## src/rtl/hazard_ctrl.sv

```systemverilog
// Hazard controller for the 5-stage RV32 core: forwarding, load-use/multi-cycle stalls, redirect flushes, stall watchdog.
// Optional performance counters are enabled by defining HAZARD_PERF_CNT_EN.
module hazard_ctrl #(
    parameter int XLEN        = 32,
    parameter int WDOG_CYCLES = 64
) (
    input  logic            clk,
    input  logic            rst_n,
    input  logic [4:0]      rs1_id_i,
    input  logic [4:0]      rs2_id_i,
    input  logic            rs1_used_id_i,
    input  logic            rs2_used_id_i,
    input  logic [4:0]      wr_ex_i,
    input  logic            rf_we_ex_i,
    input  logic [1:0]      wd_sel_ex_i,
    input  logic [XLEN-1:0] wd_ex_i,
    input  logic [4:0]      wr_mem_i,
    input  logic            rf_we_mem_i,
    input  logic [XLEN-1:0] wd_mem_i,
    input  logic [4:0]      wr_wb_i,
    input  logic            rf_we_wb_i,
    input  logic [XLEN-1:0] wd_wb_i,
    input  logic            md_busy_ex_i,
    input  logic            redirect_ex_i,
    output logic            stall_pc_o,
    output logic            stall_if_id_o,
    output logic            flush_if_id_o,
    output logic            flush_id_ex_o,
    output logic            fwd_rD1e_o,
    output logic            fwd_rD2e_o,
    output logic [XLEN-1:0] fwd_rD1_o,
    output logic [XLEN-1:0] fwd_rD2_o,
    output logic            hazard_err_o
`ifdef HAZARD_PERF_CNT_EN
    ,
    output logic [31:0]     perf_stall_cyc_o,
    output logic [31:0]     perf_flush_cnt_o
`endif
);

    localparam logic [1:0] ST_RUN      = 2'd0;
    localparam logic [1:0] ST_LU_STALL = 2'd1;
    localparam logic [1:0] ST_MD_WAIT  = 2'd2;
    localparam logic [8:0] WDOG_LIM    = 9'(WDOG_CYCLES);

    logic [1:0]      state_r;
    logic [1:0]      state_nxt_s;
    logic            ex_fwd_ok_s;
    logic            load_use_s;
    logic            fwd1_sel_s;
    logic            fwd2_sel_s;
    logic [XLEN-1:0] fwd1_val_s;
    logic [XLEN-1:0] fwd2_val_s;
    logic            stall_s;
    logic            flush_if_s;
    logic            flush_ex_s;
    logic [7:0]      wdog_cnt_r;
    logic [8:0]      wdog_inc_s;
    logic            hazard_err_r;

    function automatic logic src_match(input logic used, input logic [4:0] rs,
                                       input logic we, input logic [4:0] wr);
        return used && (rs != 5'd0) && we && (wr == rs);
    endfunction

    // A loaded value is not yet available in EX, so EX forwarding skips loads and lets MEM/WB answer.
    function automatic logic [XLEN:0] fwd_pick(input logic on, input logic used, input logic [4:0] rs,
                                               input logic ex_ok, input logic [4:0] wr_ex,
                                               input logic [XLEN-1:0] wd_ex,
                                               input logic we_mem, input logic [4:0] wr_mem,
                                               input logic [XLEN-1:0] wd_mem,
                                               input logic we_wb, input logic [4:0] wr_wb,
                                               input logic [XLEN-1:0] wd_wb);
        logic [XLEN:0] res;
        if (!on) begin
            res = {1'b0, {XLEN{1'b0}}};
        end else if (src_match(used, rs, ex_ok, wr_ex)) begin
            res = {1'b1, wd_ex};
        end else if (src_match(used, rs, we_mem, wr_mem)) begin
            res = {1'b1, wd_mem};
        end else if (src_match(used, rs, we_wb, wr_wb)) begin
            res = {1'b1, wd_wb};
        end else begin
            res = {1'b0, {XLEN{1'b0}}};
        end
        return res;
    endfunction

    assign ex_fwd_ok_s = rf_we_ex_i && (wd_sel_ex_i != 2'b01);

    assign load_use_s = rf_we_ex_i && (wd_sel_ex_i == 2'b01) && (wr_ex_i != 5'd0) &&
                        ((rs1_used_id_i && (rs1_id_i == wr_ex_i)) ||
                         (rs2_used_id_i && (rs2_id_i == wr_ex_i)));

    assign {fwd1_sel_s, fwd1_val_s} = fwd_pick(rst_n, rs1_used_id_i, rs1_id_i, ex_fwd_ok_s, wr_ex_i, wd_ex_i,
                                               rf_we_mem_i, wr_mem_i, wd_mem_i, rf_we_wb_i, wr_wb_i, wd_wb_i);
    assign {fwd2_sel_s, fwd2_val_s} = fwd_pick(rst_n, rs2_used_id_i, rs2_id_i, ex_fwd_ok_s, wr_ex_i, wd_ex_i,
                                               rf_we_mem_i, wr_mem_i, wd_mem_i, rf_we_wb_i, wr_wb_i, wd_wb_i);

    // Stall/flush decode and next state; every state re-evaluates the current inputs with the same priority.
    always_comb begin
        stall_s     = 1'b0;
        flush_if_s  = 1'b0;
        flush_ex_s  = 1'b0;
        state_nxt_s = ST_RUN;
        if (!rst_n) begin
            state_nxt_s = ST_RUN;
        end else begin
            case (state_r)
                ST_RUN, ST_LU_STALL, ST_MD_WAIT: begin
                    if (redirect_ex_i) begin
                        flush_if_s  = 1'b1;
                        flush_ex_s  = 1'b1;
                        state_nxt_s = ST_RUN;
                    end else if (md_busy_ex_i) begin
                        stall_s     = 1'b1;
                        state_nxt_s = ST_MD_WAIT;
                    end else if (load_use_s) begin
                        stall_s     = 1'b1;
                        flush_ex_s  = 1'b1;
                        state_nxt_s = ST_LU_STALL;
                    end else begin
                        state_nxt_s = ST_RUN;
                    end
                end
                default: begin
                    state_nxt_s = ST_RUN;
                end
            endcase
        end
    end

    // State register.
    always_ff @(posedge clk or negedge rst_n) begin
        if (!rst_n) begin
            state_r <= ST_RUN;
        end else begin
            state_r <= state_nxt_s;
        end
    end

    assign wdog_inc_s = {1'b0, wdog_cnt_r} + 9'd1;

    // Consecutive-stall watchdog with a sticky error flag.
    always_ff @(posedge clk or negedge rst_n) begin
        if (!rst_n) begin
            wdog_cnt_r   <= 8'd0;
            hazard_err_r <= 1'b0;
        end else if (stall_s) begin
            if (wdog_cnt_r != 8'hFF) begin
                wdog_cnt_r <= wdog_inc_s[7:0];
            end
            if (wdog_inc_s >= WDOG_LIM) begin
                hazard_err_r <= 1'b1;
            end
        end else begin
            wdog_cnt_r <= 8'd0;
        end
    end

`ifdef HAZARD_PERF_CNT_EN
    logic [31:0] perf_stall_r;
    logic [31:0] perf_flush_r;

    // Free-running performance counters, wrapping modulo 2^32.
    always_ff @(posedge clk or negedge rst_n) begin
        if (!rst_n) begin
            perf_stall_r <= 32'd0;
            perf_flush_r <= 32'd0;
        end else begin
            if (stall_s) begin
                perf_stall_r <= perf_stall_r + 32'd1;
            end
            if (flush_if_s) begin
                perf_flush_r <= perf_flush_r + 32'd1;
            end
        end
    end

    assign perf_stall_cyc_o = perf_stall_r;
    assign perf_flush_cnt_o = perf_flush_r;
`endif

    assign stall_pc_o    = stall_s;
    assign stall_if_id_o = stall_s;
    assign flush_if_id_o = flush_if_s;
    assign flush_id_ex_o = flush_ex_s;
    assign fwd_rD1e_o    = fwd1_sel_s;
    assign fwd_rD2e_o    = fwd2_sel_s;
    assign fwd_rD1_o     = fwd1_val_s;
    assign fwd_rD2_o     = fwd2_val_s;
    assign hazard_err_o  = hazard_err_r;

endmodule

```

## config.mk

```make
export PLATFORM = sky130hd
export DESIGN_NAME = hazard_ctrl
export DESIGN_NICKNAME = d
export VERILOG_FILES = /design/src/rtl/hazard_ctrl.sv
export SDC_FILE = /design/constraint.sdc
export NUM_CORES = 1
export LEC_CHECK = 0
export CORE_UTILIZATION = 33
export DETAILED_ROUTE_END_ITERATION = 16
export DONT_BUFFER_PORTS = 1
export PLACE_DENSITY = 0.56
export SLEW_MARGIN = 20
export SYNTH_ARGS = -nofsm -noshare
export SYNTH_HDL_FRONTEND = slang
export SYNTH_SLANG_ARGS = --single-unit
```

## constraint.sdc

```tcl
create_clock -name clk -period 6 [get_ports clk]
set_clock_uncertainty 0.05 [all_clocks]
set_input_delay 1.2 -clock clk [delete_from_list [all_inputs] [get_ports clk]]
set_output_delay 1.2 -clock clk [all_outputs]
set_load 0.005 [all_outputs]
```

Word level (Yosys, flattened, before mapping)
Index checks and enable logic that the tools add are counted.
- add/sub/neg operators: 1
- mux-type cells: 27
- order comparisons: 1
- equal/unequal tests: 14
- reduce and logical (&&, ||, !) cells: 27
- operators with widths (kind ; count):
    two-way mux 33 bit ; 8
    equality test 5 bit ; 8
    logical AND 1 bit ; 20
    two-way mux 8 bit ; 2
    nonzero test 5 bit ; 3
    two-way mux 1 bit ; 13
    adder 8 x 1 -> 9 bit (second input constant) ; 1
    >= comparator 9 x 7 -> 1 bit (second input constant) ; 1
    two-way mux 2 bit ; 4
    != test 8 bit (second input constant) ; 1
    equality test 2 x 1 -> 1 bit (second input constant) ; 2
    != test 2 x 1 -> 1 bit (second input constant) ; 2
    OR reduction 3 bit ; 1
    equality test 2 bit (second input constant) ; 1
    zero test 2 bit ; 1
    AND reduction 2 bit ; 1
    logical OR 1 bit ; 1
- word-level logic and storage cells: 73
- flip-flop bits (word level): 11

Logic depth before layout (Yosys ltp)
- word-level depth: 10
- mapped depth: 8
- mapped depth without buffers: 7

Worst setup path before layout
Ideal clock, no wire load.
- kind: input to output
- start: input port rs1_id_i[0]
- end: output port fwd_rD1_o[22]
- arrival: 2.763 ns
- path buffers: 2
- cell stages on the path: 8
- slack: 1.987 ns
- cell sequence: or4_1 -> o21a_1 -> and4_4 -> buf_6 -> o21bai_4 -> buf_6 -> o21ai_1 -> and2_1
- longest elaborated chain between the ends: 8
- elaborated cells between the ends (all ways): 15
- RTL lines (what ; line ; RTL):
    start: declaration ; 9 ; input logic [4:0] rs1_id_i,
    nonzero test 5 bit ; 63 ; return used && (rs != 5'd0) && we && (wr == rs);
    logical AND 1 bit (3 in a row) ; 63 ;
    two-way mux 33 bit ; 81 ; end else if (src_match(used, rs, we_wb, wr_wb)) begin
    two-way mux 33 bit ; 79 ; end else if (src_match(used, rs, we_mem, wr_mem)) begin
    two-way mux 33 bit (*) ; 77 ; end else if (src_match(used, rs, ex_ok, wr_ex)) begin
    two-way mux 33 bit (*) ; 75 ; if (!on) begin
    end: declaration ; 31 ; output logic [XLEN-1:0] fwd_rD1_o,
Mark *: on every way between the ends. The rest lies on a longest branch, timed or not.

Worst setup path after layout
- start: input port rs2_id_i[4]
- end: output port fwd_rD2_o[6]
- longest elaborated chain between the ends: 8
- elaborated cells between the ends (all ways): 15
- RTL lines (what ; line ; RTL):
    start: declaration ; 10 ; input logic [4:0] rs2_id_i,
    nonzero test 5 bit ; 63 ;
    logical AND 1 bit (3 in a row) ; 63 ;
    two-way mux 33 bit ; 81 ;
    two-way mux 33 bit ; 79 ;
    two-way mux 33 bit (*) ; 77 ;
    two-way mux 33 bit (*) ; 75 ;
    end: declaration ; 32 ; output logic [XLEN-1:0] fwd_rD2_o,
Marked as above.

==> results by group <==
Synthesis
  • Seq/Total Area, Yosys: 0.106
  • Leading cell types by count after synthesis: nand2_1, mux2i_1, o21ai_0, and2_1, o21ai_1
  • Main combinational cell family by area after synthesis: simple AND/OR/NAND/NOR gates
  • Synthesized Nets: 507
  • Post-Syn Area: 2580 sq um
  • Ys flop type: dfrtp_1
  • Post-synthesis cell count: 373
  • Syn Area/Cell: 6.93 sq um
  • Ys async rst share: 1.00
  • Area share of the largest cell type after synthesis: 0.252
  • Compound-Gate Fraction of Synth Area: 0.172
  • Post-synthesis simple-gate area fraction: 0.290
  • Synth Area in XOR/XNOR: 0.112
  • Post-Synth Adder-Cell Area: 0.00968
  • Mux cell area share after synthesis: 0.252
  • Yosys top cell by area: mux2i_1
  • Syn. warnings: 0
  • Netlist cell types: 36
  • Most common cell in the netlist: nand2_1
  • Yosys reg bits: 11
  • Top area cells in the synthesized netlist: mux2i_1, dfrtp_1, nand2_1, and2_1, o21ai_0
  • Number of synthesized flops with an enable pin: 0

Global route
  • GRT Residual Overflow: 0
  • Largest net degree at the start of global routing: 47
  • Initial antenna violation count: 0
  • Global-route usage over all layers: 0.185
  • Global-route wire length before repair: 12700 um
  • Vias in the first global route: 2595

Critical path
  • CP Launch Type: primary input
  • FF-to-FF Start: wdog_cnt_r[0]
  • Reg2reg end: hazard_err_o
  • Reg2reg path depth: 6
  • Crit path kind: in -> out
  • Crit path DAT: 3.23 ns
  • Critical Path Fanout Max: 22
  • CP Data Required Time: 4.75 ns
  • R2R Setup Slk: 4.41 ns
  • CP Capture Type: output pin

Place
  • Placed cells: 453
  • Worst slack at placement: 1.46 ns
  • Port bufs: 0
  • RePlAce Congestion: 0.831
  • Detail Placement HPWL: 6190 um

Layout
  • Diodes inserted: 0
  • Finished Layout Cells: 457
  • Final nets: 493
  • Final core utilization: 0.359
  • Synth-to-Final Area Change: 2.86%
  • Share of cells above drive strength 1: 0.0335

Die
  • Ports: 203
  • Die width: 90.5 um
  • Core Region: 7410 sq um
  • Chip Height: 90.5 um
  • Starting density of the core: 0.349
  • Die area: 8190 sq um
  • FP Rows: 31

STA
  • Fmax: 223 MHz
  • Slew @ Worst Pin: 0.787 ns
  • Endpoints failing setup: 0
  • Final Hold Viols: 0
  • Fin crit period: 4.48 ns
  • TNS Setup: 0 ns
  • Max-slew violations: 0
  • Final setup margin: 1.52 ns
  • RSZ-0062 raised after global routing: false
  • Period utilization: 0.747
  • Slew headroom: 0.474

Flow run
  • Max Cap Viol: 0

Route
  • Total Wirelength: 8210 um
  • 1st-iter DRT viols: 93
  • # DRC: 0
  • Vias/cell: 5.85
  • 1st-pass router iterations: 4
  • Routed Antenna Nets: 0
  • Post-DR wirelength/cell: 18.0 um
  • Via count: 2675

Clock network
  • Clock root cell: clkbuf_8
  • CTS tree: built
  • Clk Latency, worst-skew pair: 0.24 ns
  • Clk slew on worst S/H paths: 0.05 ns
  • # Post-CTS Setup Buffers: 0
  • CTS H-tree depth: 1
  • Hold Buf Count CTS: 0
  • Sinks on Clock Net: 11
  • CTS buffer count: 3
  • Post-CTS sizing: 0
  • CTS max path bufs: 2

Worst hold path
  • Worst hold path class: reg -> reg
  • Min-Delay Startpoint: state_r[0]
  • Worst Hold End: state_r[0]
  • Worst hold stages: 3

Power
  • Static Leak: 0.816 nW
  • Worst vdd ir: 0.104 mV
  • Total power: 0.207 mW
  • Power density cells: 77.8 nW/um^2

Run status
  • Status: finished clean
-- kinds of logic after synthesis --
group | after synthesis
AND/OR/NAND/NOR | 154
AO/OA/AOI/OAI | 81
multiplexers | 65
XOR/XNOR | 33
buffers and inverters | 27
flip-flops | 11
adder cells (fa/ha/maj) | 2
-- routing by layer --
metal  global-route usage  part of all wire
met1                0.203              0.39
met3               0.0429             0.077
met4               0.0457             0.010
met2                0.354              0.52
met5                    0                 0
-- sequential cells by signal (all words and copies together), names as in the netlist --
register,flops
hazard_err_o,1
state_r,2
wdog_cnt_r,8
-- layout by cell type, fill, tap and decap left out --
cell type	n
nand2_1	69
mux2i_1	65
o21ai_0	39
and2_1	34
o21ai_1	32
xor2_1	19
nor2_1	16
xnor2_1	14
nand3_1	11
dfrtp_1	11
nor3_1	4
inv_1	4
nand4_1	4
buf_4	4
or4_1	3
clkbuf_8	3
o211ai_1	2
nor4_1	2
nand3b_1	2
and3_1	2
ha_1	2
nand2b_1	1
a2111oi_0	1
or2b_1	1
nor3_4	1
o21a_1	1
and4_4	1
o21bai_4	1
nor2_4	1
nor2_2	1
a21oi_1	1
a31oi_1	1
o31a_1	1
nor3b_1	1
o211a_1	1
a2bb2oi_1	1
clkbuf_1	1
-- worst max-delay path, cell delays in order --
cell     delay (ns)
xor2_1         0.14
nor4_1         0.34
nand3_1        0.22
nor2_4         0.41
buf_4          0.45
mux2i_1        0.12
o21ai_0        0.33
-- where the power goes --
group	internal (mW)	switching, mW	leakage (nW)	total, mW
clock network	0.0468	0.0290	0.0228	0.0757
logic	0.0292	0.0263	0.640	0.0555
registers	0.0749	0.000596	0.153	0.0755
-- area by class of cell --
cell class	count	area, sq um
fill	804	4750
multi-input combinational	335	2170
sequential	11	275
tap	99	124
clock buffer	4	45.0
timing repair buffer	4	30.0
inverter	4	15.0
-- worst max path at each step --
stage / from / end / slack, ns / cells past startpoint
6_report: rs2_id_i[4] / fwd_rD2_o[6] / 1.52 / 7
5_1_grt: rs2_id_i[4] / fwd_rD2_o[6] / 1.36 / 7
4_1_cts: rs2_id_i[4] / fwd_rD2_o[6] / 1.46 / 7
3_5_place_dp: rs2_id_i[4] / fwd_rD2_o[6] / 1.46 / 7
3_3_place_gp: rs2_id_i[4] / fwd_rD2_o[6] / 1.51 / 7
2_1_floorplan: rs1_id_i[0] / fwd_rD1_o[22] / 1.99 / 8
-- through the flow --
step                      hold slack, ns  instance area, sq um
after global routing               0.571                  2660
after global placement             0.512                  2610
after CTS                          0.534                  2660
after floorplan                    0.486                  2580
after detailed placement           0.527                  2610
final                              0.526                  2660
No activity file was read; power rests on OpenSTA's default activity.
